<file path="src/rtl/arbiter_mux_pkg.sv">
// Shared types and helpers for the arbiter_mux block.
package arbiter_mux_pkg;

    typedef enum logic {
        ST_IDLE,
        ST_OWNED
    } arb_state_e;

    // Index width for n items; never below one bit so single-channel builds stay legal.
    function automatic int unsigned idx_width(input int unsigned n);
        return (n > 1) ? $clog2(n) : 1;
    endfunction

endpackage

</file>
<file path="src/rtl/arbiter_mux_rr_priority_picker.sv">
// Combinational winner selection: round-robin after last_owner_i, or lowest index in fixed mode.
module rr_priority_picker
    import arbiter_mux_pkg::*;
#(
    parameter int unsigned INPUTS = 4,
    parameter int unsigned IW     = idx_width(INPUTS)
) (
    input  logic [INPUTS-1:0] request_i,
    input  logic [IW-1:0]     last_owner_i,
    input  logic [INPUTS-1:0] mask_i,
    input  logic              fixed_i,
    output logic [INPUTS-1:0] winner_o
);

    logic [INPUTS-1:0] eligible;
    logic              found;

    // First pass takes the lowest eligible index above last_owner_i; the second pass
    // is the wrap-around (and the whole search in fixed mode).
    always_comb begin
        eligible = request_i & ~mask_i;
        winner_o = '0;
        found    = 1'b0;
        for (int unsigned i = 0; i < INPUTS; i++) begin
            if (!fixed_i && !found && eligible[i] && (IW'(i) > last_owner_i)) begin
                winner_o[i] = 1'b1;
                found       = 1'b1;
            end
        end
        for (int unsigned i = 0; i < INPUTS; i++) begin
            if (!found && eligible[i]) begin
                winner_o[i] = 1'b1;
                found       = 1'b1;
            end
        end
    end

endmodule

</file>
<file path="src/rtl/arbiter_mux.sv">
// Arbitrated N:1 data mux with registered one-hot grant and optional hold-limit handoff.
module arbiter_mux
    import arbiter_mux_pkg::*;
#(
    parameter int unsigned WIDTH          = 32,
    parameter int unsigned INPUTS         = 4,
    parameter int unsigned FIXED_PRIORITY = 0,
    parameter int unsigned HOLD_LIMIT     = 0
) (
    input  logic                    clk,
    input  logic                    rst,
    input  logic [INPUTS-1:0]       request,
    input  logic [WIDTH*INPUTS-1:0] in,
    output logic [INPUTS-1:0]       grant,
    output logic [WIDTH-1:0]        out,
    output logic                    outputEnable,
    output logic                    preempted
);

    localparam int unsigned IW = idx_width(INPUTS);
    localparam int unsigned CW = idx_width(HOLD_LIMIT + 1);
    localparam logic [CW-1:0] CNT_SAT = (HOLD_LIMIT == 0) ? '1 : CW'(HOLD_LIMIT);
    localparam bit PREEMPT_EN = (HOLD_LIMIT != 0) && (INPUTS > 1);

    arb_state_e        state_q, state_d;
    logic [INPUTS-1:0] grant_q, grant_d;
    logic [IW-1:0]     last_q, last_d;
    logic [CW-1:0]     cnt_q, cnt_d;
    logic              preempted_q, preempted_d;

    logic [INPUTS-1:0] winner;
    logic [IW-1:0]     winner_idx;
    logic              others_req;
    logic              owner_req;
    logic              hold_due;

    // Masking the current owner makes the picker usable for both drop and handoff cases.
    rr_priority_picker #(
        .INPUTS (INPUTS),
        .IW     (IW)
    ) u_picker (
        .request_i    (request),
        .last_owner_i (last_q),
        .mask_i       (grant_q),
        .fixed_i      (FIXED_PRIORITY != 0),
        .winner_o     (winner)
    );

    always_comb begin
        winner_idx = '0;
        for (int unsigned i = 0; i < INPUTS; i++) begin
            if (winner[i]) winner_idx = IW'(i);
        end
    end

    assign others_req = |winner;
    assign owner_req  = |(request & grant_q);
    assign hold_due   = PREEMPT_EN && (cnt_q == CNT_SAT) && others_req;

    always_comb begin
        state_d     = state_q;
        grant_d     = grant_q;
        last_d      = last_q;
        cnt_d       = cnt_q;
        preempted_d = 1'b0;
        case (state_q)
            ST_IDLE: begin
                if (others_req) begin
                    grant_d = winner;
                    last_d  = winner_idx;
                    cnt_d   = CW'(1);
                    state_d = ST_OWNED;
                end
            end
            ST_OWNED: begin
                if (owner_req && !hold_due) begin
                    if (cnt_q != CNT_SAT) cnt_d = cnt_q + CW'(1);
                end else if (others_req) begin
                    grant_d     = winner;
                    last_d      = winner_idx;
                    cnt_d       = CW'(1);
                    preempted_d = owner_req;
                end else begin
                    grant_d = '0;
                    cnt_d   = '0;
                    state_d = ST_IDLE;
                end
            end
            default: begin
                grant_d = '0;
                cnt_d   = '0;
                state_d = ST_IDLE;
            end
        endcase
    end

    always_ff @(posedge clk) begin
        if (rst) begin
            state_q     <= ST_IDLE;
            grant_q     <= '0;
            last_q      <= IW'(INPUTS - 1);
            cnt_q       <= '0;
            preempted_q <= 1'b0;
        end else begin
            state_q     <= state_d;
            grant_q     <= grant_d;
            last_q      <= last_d;
            cnt_q       <= cnt_d;
            preempted_q <= preempted_d;
        end
    end

    always_comb begin
        out = '0;
        for (int unsigned i = 0; i < INPUTS; i++) begin
            out = out | (in[i*WIDTH +: WIDTH] & {WIDTH{grant_q[i]}});
        end
    end

    assign grant        = grant_q;
    assign outputEnable = |grant_q;
    assign preempted    = preempted_q;

endmodule

</file>
<file path="config.mk">
export PLATFORM = sky130hd
export DESIGN_NAME = arbiter_mux
export DESIGN_NICKNAME = d
export VERILOG_FILES = /design/src/rtl/arbiter_mux_pkg.sv /design/src/rtl/arbiter_mux_rr_priority_picker.sv /design/src/rtl/arbiter_mux.sv
export SDC_FILE = /design/constraint.sdc
export NUM_CORES = 1
export LEC_CHECK = 0
export ABC_AREA = 1
export ABC_CLOCK_PERIOD_IN_PS = 1600
export CORE_MARGIN = 1.5
export CORE_UTILIZATION = 24
export DETAILED_ROUTE_END_ITERATION = 7
export GPL_TIMING_DRIVEN = 0
export HOLD_SLACK_MARGIN = 0.05
export PLACE_DENSITY = 0.82
export SKIP_LAST_GASP = 1
export SLEW_MARGIN = 5
export SYNTH_ARGS = -nofsm -noshare
export SYNTH_HDL_FRONTEND = slang
export SYNTH_HIERARCHICAL = 1
export SYNTH_SLANG_ARGS = --single-unit
export TNS_END_PERCENT = 10
</file>
<file path="constraint.sdc">
create_clock -name clk -period 1.6 [get_ports clk]
set_clock_uncertainty 0.2 [all_clocks]
set_input_delay 0.16 -clock clk [delete_from_list [all_inputs] [get_ports clk]]
set_output_delay 0.16 -clock clk [all_outputs]
set_load 0.02 [all_outputs]
</file>
---- Word level (Yosys, flattened, before mapping) ----
Cells that the tools add are included.
operators by class
  muxes and demuxes ....................... 27
  reductions and logical operators ........ 22
  div/mod/pow operators ................... 0
  shift operators ......................... 0
  equality and inequality tests ........... 2
  add/sub/neg operators ................... 0
  magnitude comparators ................... 4
  bitwise gates (word level) .............. 11
  multiply operators ...................... 0
operators with widths
  kind                                               count
  bitwise AND 32 bit                                 4
  bitwise OR 32 bit                                  3
  2-to-1 mux 1 bit                                   17
  2-to-1 mux 4 bit                                   3
  OR reduction 4 bit                                 3
  logical AND 1 bit                                  11
  bitwise AND 4 bit                                  2
  2-to-1 mux 2 bit                                   4
  one-hot mux 4 bit (2 select lines)                 1
  logical NOT 1 bit                                  7
  > comparator 1 x 2 -> 1 bit, first input constant  2
  > comparator 2 bit, first input constant           2
  != test 2 bit, second input constant               2
  NOT 4 bit                                          1
  one-hot mux 2 bit (2 select lines)                 1
  one-hot mux 1 bit (2 select lines)                 1
  AND reduction 2 bit                                1
  NOT 1 bit                                          1
storage, ports and cells
  bits in writable memories ............... 0
  logic and storage cells ................. 69
  latch bits .............................. 0
  register bits after elaboration ......... 7
  memories kept ........................... 0
  bits of input ports ..................... 134
  output and inout port bits .............. 38
  memory bits (read-only) ................. 0

---- Logic depth before layout (Yosys ltp) ----
  depth in word-level cells ............... 32
  depth in mapped cells ................... 13
  depth with buffers taken out ............ 13

---- Modules after synthesis ----
The synthesis kept the hierarchy.
modules (own cells, without submodules)
  module              area an instance (sq um)  instances  cells each  seq. area each (sq um)
  arbiter_mux         1188.6                    1          230         140.1
  rr_priority_picker  172.7                     1          30          0.0

---- Worst setup path before layout ----
Ideal clock, no wire load.
  path kind ............................... reg2reg
  start ................................... register grant_q[2], in the netlist grant[2]
  end ..................................... register grant_q[2], in the netlist grant[2]
  path slack .............................. -152 ps
  data arrival time ....................... 1437 ps
  clock period less this slack ............ 1752 ps
  setup time .............................. 115 ps
  required time ........................... 1285 ps
  stages on the path, launching flop included .. 12
  buffers on the path ..................... 0
  path through ............................ dfxtp_1 nor2_4 nand2_1 nand2_2 nor2_4 nand4_1 nand2_1 nor2_1 nand2_1 nand2_2 a21oi_1 nor2_1
on the way
  elaborated cells between the ends (all ways) .. 36
  those cells by class .................... eq/ne: 2; mux: 15; bitwise: 3; reduce/logical: 16
RTL lines
  item                                RTL line                              RTL
  start, declared                     arbiter_mux.sv:26                     logic [INPUTS-1:0] grant_q, grant_d;
  start signal, assigned              arbiter_mux.sv:106                    grant_q <= grant_d;
  NOT 4 bit *                         arbiter_mux_rr_priority_picker.sv:21  eligible = request_i & ~mask_i;
  bitwise AND 4 bit *                 arbiter_mux_rr_priority_picker.sv:21
  logical AND 1 bit (2 in series)     arbiter_mux_rr_priority_picker.sv:25  if (!fixed_i && !found && eligible[i] && (IW'(i) > last_owner_i)) begin
  2-to-1 mux 1 bit                    arbiter_mux_rr_priority_picker.sv:25
  logical NOT 1 bit                   arbiter_mux_rr_priority_picker.sv:25
  logical AND 1 bit (2 in series)     arbiter_mux_rr_priority_picker.sv:25
  2-to-1 mux 1 bit                    arbiter_mux_rr_priority_picker.sv:25
  logical NOT 1 bit                   arbiter_mux_rr_priority_picker.sv:31  if (!found && eligible[i]) begin
  [... 5 more ...]                    -
  logical NOT 1 bit                   arbiter_mux_rr_priority_picker.sv:31
  logical AND 1 bit                   arbiter_mux_rr_priority_picker.sv:31
  2-to-1 mux 1 bit *                  arbiter_mux_rr_priority_picker.sv:31
  net winner[2]                       arbiter_mux.sv:31                     logic [INPUTS-1:0] winner;
  OR reduction 4 bit                  arbiter_mux.sv:56                     assign others_req = |winner;
  2-to-1 mux 4 bit                    arbiter_mux.sv:78                     end else if (others_req) begin
  2-to-1 mux 4 bit                    arbiter_mux.sv:76                     if (owner_req && !hold_due) begin
  one-hot mux 4 bit (2 select lines)  arbiter_mux.sv:66                     case (state_q)
Mark *: on every way through the listed nets, which the timed path passes. The rest lies on a longest branch. The select of a mux whose other input is x is not followed.
A chain may end at the register's enable or synchronous reset.

---- Worst setup path after layout ----
  start ................................... register last_q[1]
  end ..................................... register grant_q[1], in the netlist grant[1]
on the way
  word-level cells in the longest chain between the ends .. 31
  elaborated cells between the ends (all ways) .. 43
  those cells by class .................... order compare: 4; eq/ne: 1; mux: 18; reduce/logical: 20
ends and longest elaborated chain
  item                                RTL line                              RTL
  start, declared                     arbiter_mux.sv:27                     logic [IW-1:0] last_q, last_d;
  start signal, assigned              arbiter_mux.sv:101                    last_q <= IW'(INPUTS - 1);
  start signal, assigned              arbiter_mux.sv:107                    last_q <= last_d;
  > comparator 1 x 2 -> 1 bit         arbiter_mux_rr_priority_picker.sv:25
  logical AND 1 bit                   arbiter_mux_rr_priority_picker.sv:25
  2-to-1 mux 1 bit                    arbiter_mux_rr_priority_picker.sv:25
  logical NOT 1 bit                   arbiter_mux_rr_priority_picker.sv:25
  logical AND 1 bit (2 in series)     arbiter_mux_rr_priority_picker.sv:25
  2-to-1 mux 1 bit                    arbiter_mux_rr_priority_picker.sv:25
  logical NOT 1 bit                   arbiter_mux_rr_priority_picker.sv:25
  logical AND 1 bit (2 in series)     arbiter_mux_rr_priority_picker.sv:25
  [... 14 more ...]                   -
  logical NOT 1 bit                   arbiter_mux_rr_priority_picker.sv:31
  logical AND 1 bit                   arbiter_mux_rr_priority_picker.sv:31
  2-to-1 mux 1 bit *                  arbiter_mux_rr_priority_picker.sv:31
  net winner[3]                       arbiter_mux.sv:31
  OR reduction 4 bit *                arbiter_mux.sv:56
  2-to-1 mux 4 bit                    arbiter_mux.sv:78
  2-to-1 mux 4 bit                    arbiter_mux.sv:76
  one-hot mux 4 bit (2 select lines)  arbiter_mux.sv:66
Marks and branches as above.

==> run_summary.xml <==
<?xml version="1.0" encoding="UTF-8"?>
<metrics>
  <group name="final_layout">
    <metric name="layout-drive-gt1-share" unit="%">22.9</metric>
    <metric name="layout-area-overhead-vs-synth" unit="%">149</metric>
    <metric name="area_of_the_multi_input_gates" unit="sq mm">0.00113</metric>
    <metric name="finish.utilization" unit="%">62.0</metric>
    <metric name="layout.filler_cells" unit="">511</metric>
    <metric name="fin_nets" unit="">584</metric>
    <metric name="antenna_cells_inserted" unit="">0</metric>
    <metric name="ff_latch_area" unit="sq um">156</metric>
  </group>
  <group name="die">
    <metric name="floorplan_core_area" unit="sq mm">0.00547</metric>
    <metric name="placementRows" unit="">27</metric>
    <metric name="io_pins" unit="">172</metric>
    <metric name="die-height" unit="um">78.3</metric>
    <metric name="dieWidth" unit="um">78.3</metric>
    <metric name="initial_utilization" unit="%">24.9</metric>
    <metric name="overall_die_area" unit="sq mm">0.00613</metric>
  </group>
  <group name="timing">
    <metric name="timing.final.crit_period" unit="ns">1.75</metric>
    <metric name="hold_viol" unit="">0</metric>
    <metric name="unrepaired_setup_endpoints_after_global_routing" unit="">yes</metric>
    <metric name="worst_setup_margin" unit="ns">-0.148</metric>
    <metric name="timing_max_transition_violations_final" unit="">0</metric>
    <metric name="fmaxAchievable" unit="MHz">572</metric>
    <metric name="setup_viol_count_final" unit="">27</metric>
    <metric name="period_share" unit="%">109</metric>
  </group>
  <group name="critical_path">
    <metric name="critPathCaptureType" unit="">flop</metric>
    <metric name="critPathSlowestCell" unit="">sky130_fd_sc_hd__dfxtp_4</metric>
    <metric name="critical-path-top-delay-family" unit="">simple AND/OR/NAND/NOR gates</metric>
    <metric name="crit_chain" unit="">nor2_4, nand3_4, buf_4, nand3_1, nand2_2, nor2_4, nand2_4, nand2_4, nand3_1, a21oi_2</metric>
    <metric name="critical_path_class" unit="">flop to flop</metric>
    <metric name="critPathBufInv" unit="">1</metric>
    <metric name="worstPathMaxFanout" unit="">7</metric>
    <metric name="critPathLaunchType" unit="">flop</metric>
    <metric name="max_stage_delay" unit="ns">0.35</metric>
    <metric name="data_arrival_time_of_the_worst_path" unit="ns">1.70</metric>
    <metric name="worst_ep_required_time" unit="ns">1.55</metric>
  </group>
  <group name="synthesis">
    <metric name="postSynthRegisterBits" unit="">7</metric>
    <metric name="yosysTopAreaCell" unit="">sky130_fd_sc_hd__nand2_1</metric>
    <metric name="synthFlopType" unit="">sky130_fd_sc_hd__dfxtp_1</metric>
    <metric name="yosysUniqueCellTypes" unit="">22</metric>
    <metric name="post_synth_most_frequent_cells" unit="">sky130_fd_sc_hd__nand2_1, sky130_fd_sc_hd__nand4_1, sky130_fd_sc_hd__buf_2</metric>
    <metric name="yosysWarnings" unit="">6</metric>
    <metric name="synth-async-reset-ratio" unit="%">0</metric>
    <metric name="synth_edf_count" unit="">0</metric>
    <metric name="synthesis.area" unit="sq mm">0.00136</metric>
    <metric name="netlist_instances" unit="">260</metric>
    <metric name="yosys-top-cells-area" unit="">sky130_fd_sc_hd__nand2_1, sky130_fd_sc_hd__nand4_1, sky130_fd_sc_hd__dfxtp_1</metric>
    <metric name="avgSynthCellArea" unit="sq um">5.24</metric>
    <metric name="synthMostInstantiatedCell" unit="">sky130_fd_sc_hd__nand2_1</metric>
    <metric name="synth_seq_area_share" unit="%">10.3</metric>
    <metric name="synth.top_cell.area_share" unit="%">38.9</metric>
  </group>
  <group name="clock_network">
    <metric name="htree_levels" unit="">1</metric>
    <metric name="insertion_delay" unit="ns">0.23</metric>
    <metric name="cts_tree" unit="">built</metric>
    <metric name="worst_setup_hold_path_clk_slew" unit="ns">0.04</metric>
    <metric name="cts_inserted_buffers" unit="">3</metric>
    <metric name="clk_root_buffer_cell" unit="">sky130_fd_sc_hd__clkbuf_8</metric>
    <metric name="clock_tree.buffer_depth" unit="">2</metric>
    <metric name="clock_sinks" unit="">7</metric>
  </group>
  <group name="placed_design">
    <metric name="dpl_hpwl" unit="um">6110</metric>
    <metric name="gp_routability_congestion" unit="">0.842</metric>
    <metric name="portBuffers" unit="">170</metric>
  </group>
  <group name="drt">
    <metric name="drt-vias-per-instance" unit="">4.55</metric>
    <metric name="drc" unit="">0</metric>
    <metric name="wl_per_cell" unit="um">15.1</metric>
    <metric name="vias" unit="">2368</metric>
    <metric name="drtAntennaViolNets" unit="">0</metric>
    <metric name="firstDrtPassIters" unit="">4</metric>
    <metric name="dr.first_iter.drc_count" unit="">75</metric>
    <metric name="drt-total-wl" unit="um">7890</metric>
  </group>
  <group name="run_status">
    <metric name="run_status" unit="">complete, but fails checks</metric>
    <metric name="violations" unit="">negative setup slack</metric>
  </group>
  <group name="global_route">
    <metric name="grt_overflow_total" unit="">0</metric>
    <metric name="antenna_found_initial" unit="">0</metric>
    <metric name="track_usage" unit="%">23.6</metric>
    <metric name="grt_start_max_net_pins" unit="">11</metric>
    <metric name="global_route_wire_length_before_repair" unit="um">11500</metric>
    <metric name="number_of_global_route_vias_before_repair" unit="">2236</metric>
  </group>
  <group name="job">
    <metric name="max_cap_violations" unit="">0</metric>
  </group>
  <group name="min_path">
    <metric name="timing.hold.worst.class" unit="">flop to flop</metric>
  </group>
  <group name="pwr">
    <metric name="power.static_leakage" unit="nW">1.44</metric>
    <metric name="post-layout-total-power" unit="mW">5.40</metric>
    <metric name="power_density" unit="mW/mm^2">1590</metric>
    <metric name="ir_worst_vdd" unit="mV">1.20</metric>
  </group>
</metrics>
## where the power goes
| group | switching, mW | internal (mW) |
|---|---|---|
| logic | 2.70 | 2.06 |
| clock network | 0.0735 | 0.172 |
| registers | 0.109 | 0.289 |
## placed cells by master, fill, tap and decap left out
master	Yosys	routed
sky130_fd_sc_hd__nand4_1	35	35
sky130_fd_sc_hd__o21ai_1	1	1
sky130_fd_sc_hd__buf_4	1	21
sky130_fd_sc_hd__nand2_2	8	10
sky130_fd_sc_hd__nand3_4	0	1
sky130_fd_sc_hd__dlygate4sd2_1	0	3
sky130_fd_sc_hd__o21bai_1	1	1
sky130_fd_sc_hd__dfxtp_4	0	4
sky130_fd_sc_hd__a21oi_1	4	3
sky130_fd_sc_hd__nand2_4	4	7
sky130_fd_sc_hd__inv_2	3	3
sky130_fd_sc_hd__o21ai_4	1	1
sky130_fd_sc_hd__clkbuf_8	0	3
sky130_fd_sc_hd__conb_1	1	3
sky130_fd_sc_hd__nand3_1	10	10
sky130_fd_sc_hd__inv_1	11	11
sky130_fd_sc_hd__a31oi_1	1	1
sky130_fd_sc_hd__clkdlybuf4s15_2	0	15
sky130_fd_sc_hd__dfxtp_1	7	2
sky130_fd_sc_hd__nor2_1	7	5
sky130_fd_sc_hd__nor3_4	0	1
sky130_fd_sc_hd__a21oi_2	0	1
sky130_fd_sc_hd__buf_2	12	15
sky130_fd_sc_hd__nor2_4	5	8
sky130_fd_sc_hd__dfxtp_2	0	1
sky130_fd_sc_hd__clkbuf_1	0	1
sky130_fd_sc_hd__buf_6	4	11
sky130_fd_sc_hd__clkdlybuf4s50_1	0	134
sky130_fd_sc_hd__nand2_1	141	136
sky130_fd_sc_hd__buf_12	0	1
## final cells by class
class	instances	area share, %
Buffer	17	4.87
Timing Repair Buffer	183	51.5
Tap cell	72	2.66
Multi-Input combinational cell	224	33.4
Sequential cell	7	4.61
Clock buffer	4	1.33
Inverter	14	1.55
## repair_timing
| action | in CTS | in global routing |
|---|---|---|
| cloned | 0 | 0 |
| pin swaps | 8 | 13 |
| endpoints found under the setup margin | 40 | 42 |
| hold buffers | 0 | 0 |
| buffers inserted | 8 | 6 |
| gates resized for setup | 150 | 14 |
## final timing paths
check | startpoint | end | slack (ns) | cells after the start
worst max-delay path | last_q[1]$_SDFFE_PP1P_ | grant[1]$_SDFFE_PP0P_ | -0.15 | 10
worst min-delay path | last_q[0]$_SDFFE_PP1P_ | last_q[0]$_SDFFE_PP1P_ | 0.28 | 2
worst max register to register | last_q[1]$_SDFFE_PP1P_ | grant[1]$_SDFFE_PP0P_ | -0.15 | 10
worst min register to register | last_q[0]$_SDFFE_PP1P_ | last_q[0]$_SDFFE_PP1P_ | 0.28 | 2
## worst register-to-register path: stages, from the launching register on
cell and delay, ns:
sky130_fd_sc_hd__dfxtp_4 0.35, sky130_fd_sc_hd__nor2_4 0.14, sky130_fd_sc_hd__nand3_4 0.10, sky130_fd_sc_hd__buf_4 0.15, sky130_fd_sc_hd__nand3_1 0.08, sky130_fd_sc_hd__nand2_2 0.10
sky130_fd_sc_hd__nor2_4 0.15, sky130_fd_sc_hd__nand2_4 0.08, sky130_fd_sc_hd__nand2_4 0.10, sky130_fd_sc_hd__nand3_1 0.10, sky130_fd_sc_hd__a21oi_2 0.14
## stage by stage
stage                     cell area, sq um  hold WS (ns)  instances  TNS (ns)  setup WS [ns]
final                                 3390         0.278        521     -2.09         -0.148
after global routing                  3390         0.296        521     -4.78         -0.227
after CTS                             3300         0.296        516     -2.02         -0.110
after detailed placement              3170         0.284        504    -14.14         -0.668
after global placement                3170         0.276        504    -13.65         -0.628
after floorplan                       1380        0.0194        262    -0.283        -0.0773
## cell families (layout without fill, tap and decap cells)
family	count (synthesis)	after routing	share of synthesized area [%]
simple gates	213	213	73.3
buf+inv	31	218	12.1
compound gates	8	8	4.04
flops	7	7	10.3
other cells	1	3	0.275
## routing by layer
layer,GRT usage (%),vias to the layer above,wire length [um]
li1,-,1216,-
met1,26.1,1047,3110
met2,44.7,89,4050
met3,5.70,16,562
met4,6.25,0,174
met5,0,-,0
## flip-flops by register name, indices dropped and copies added (netlist names)
register  flops
state_q       1
last_q        2
grant         4
Note: power is estimated with default switching activity, not from simulation.
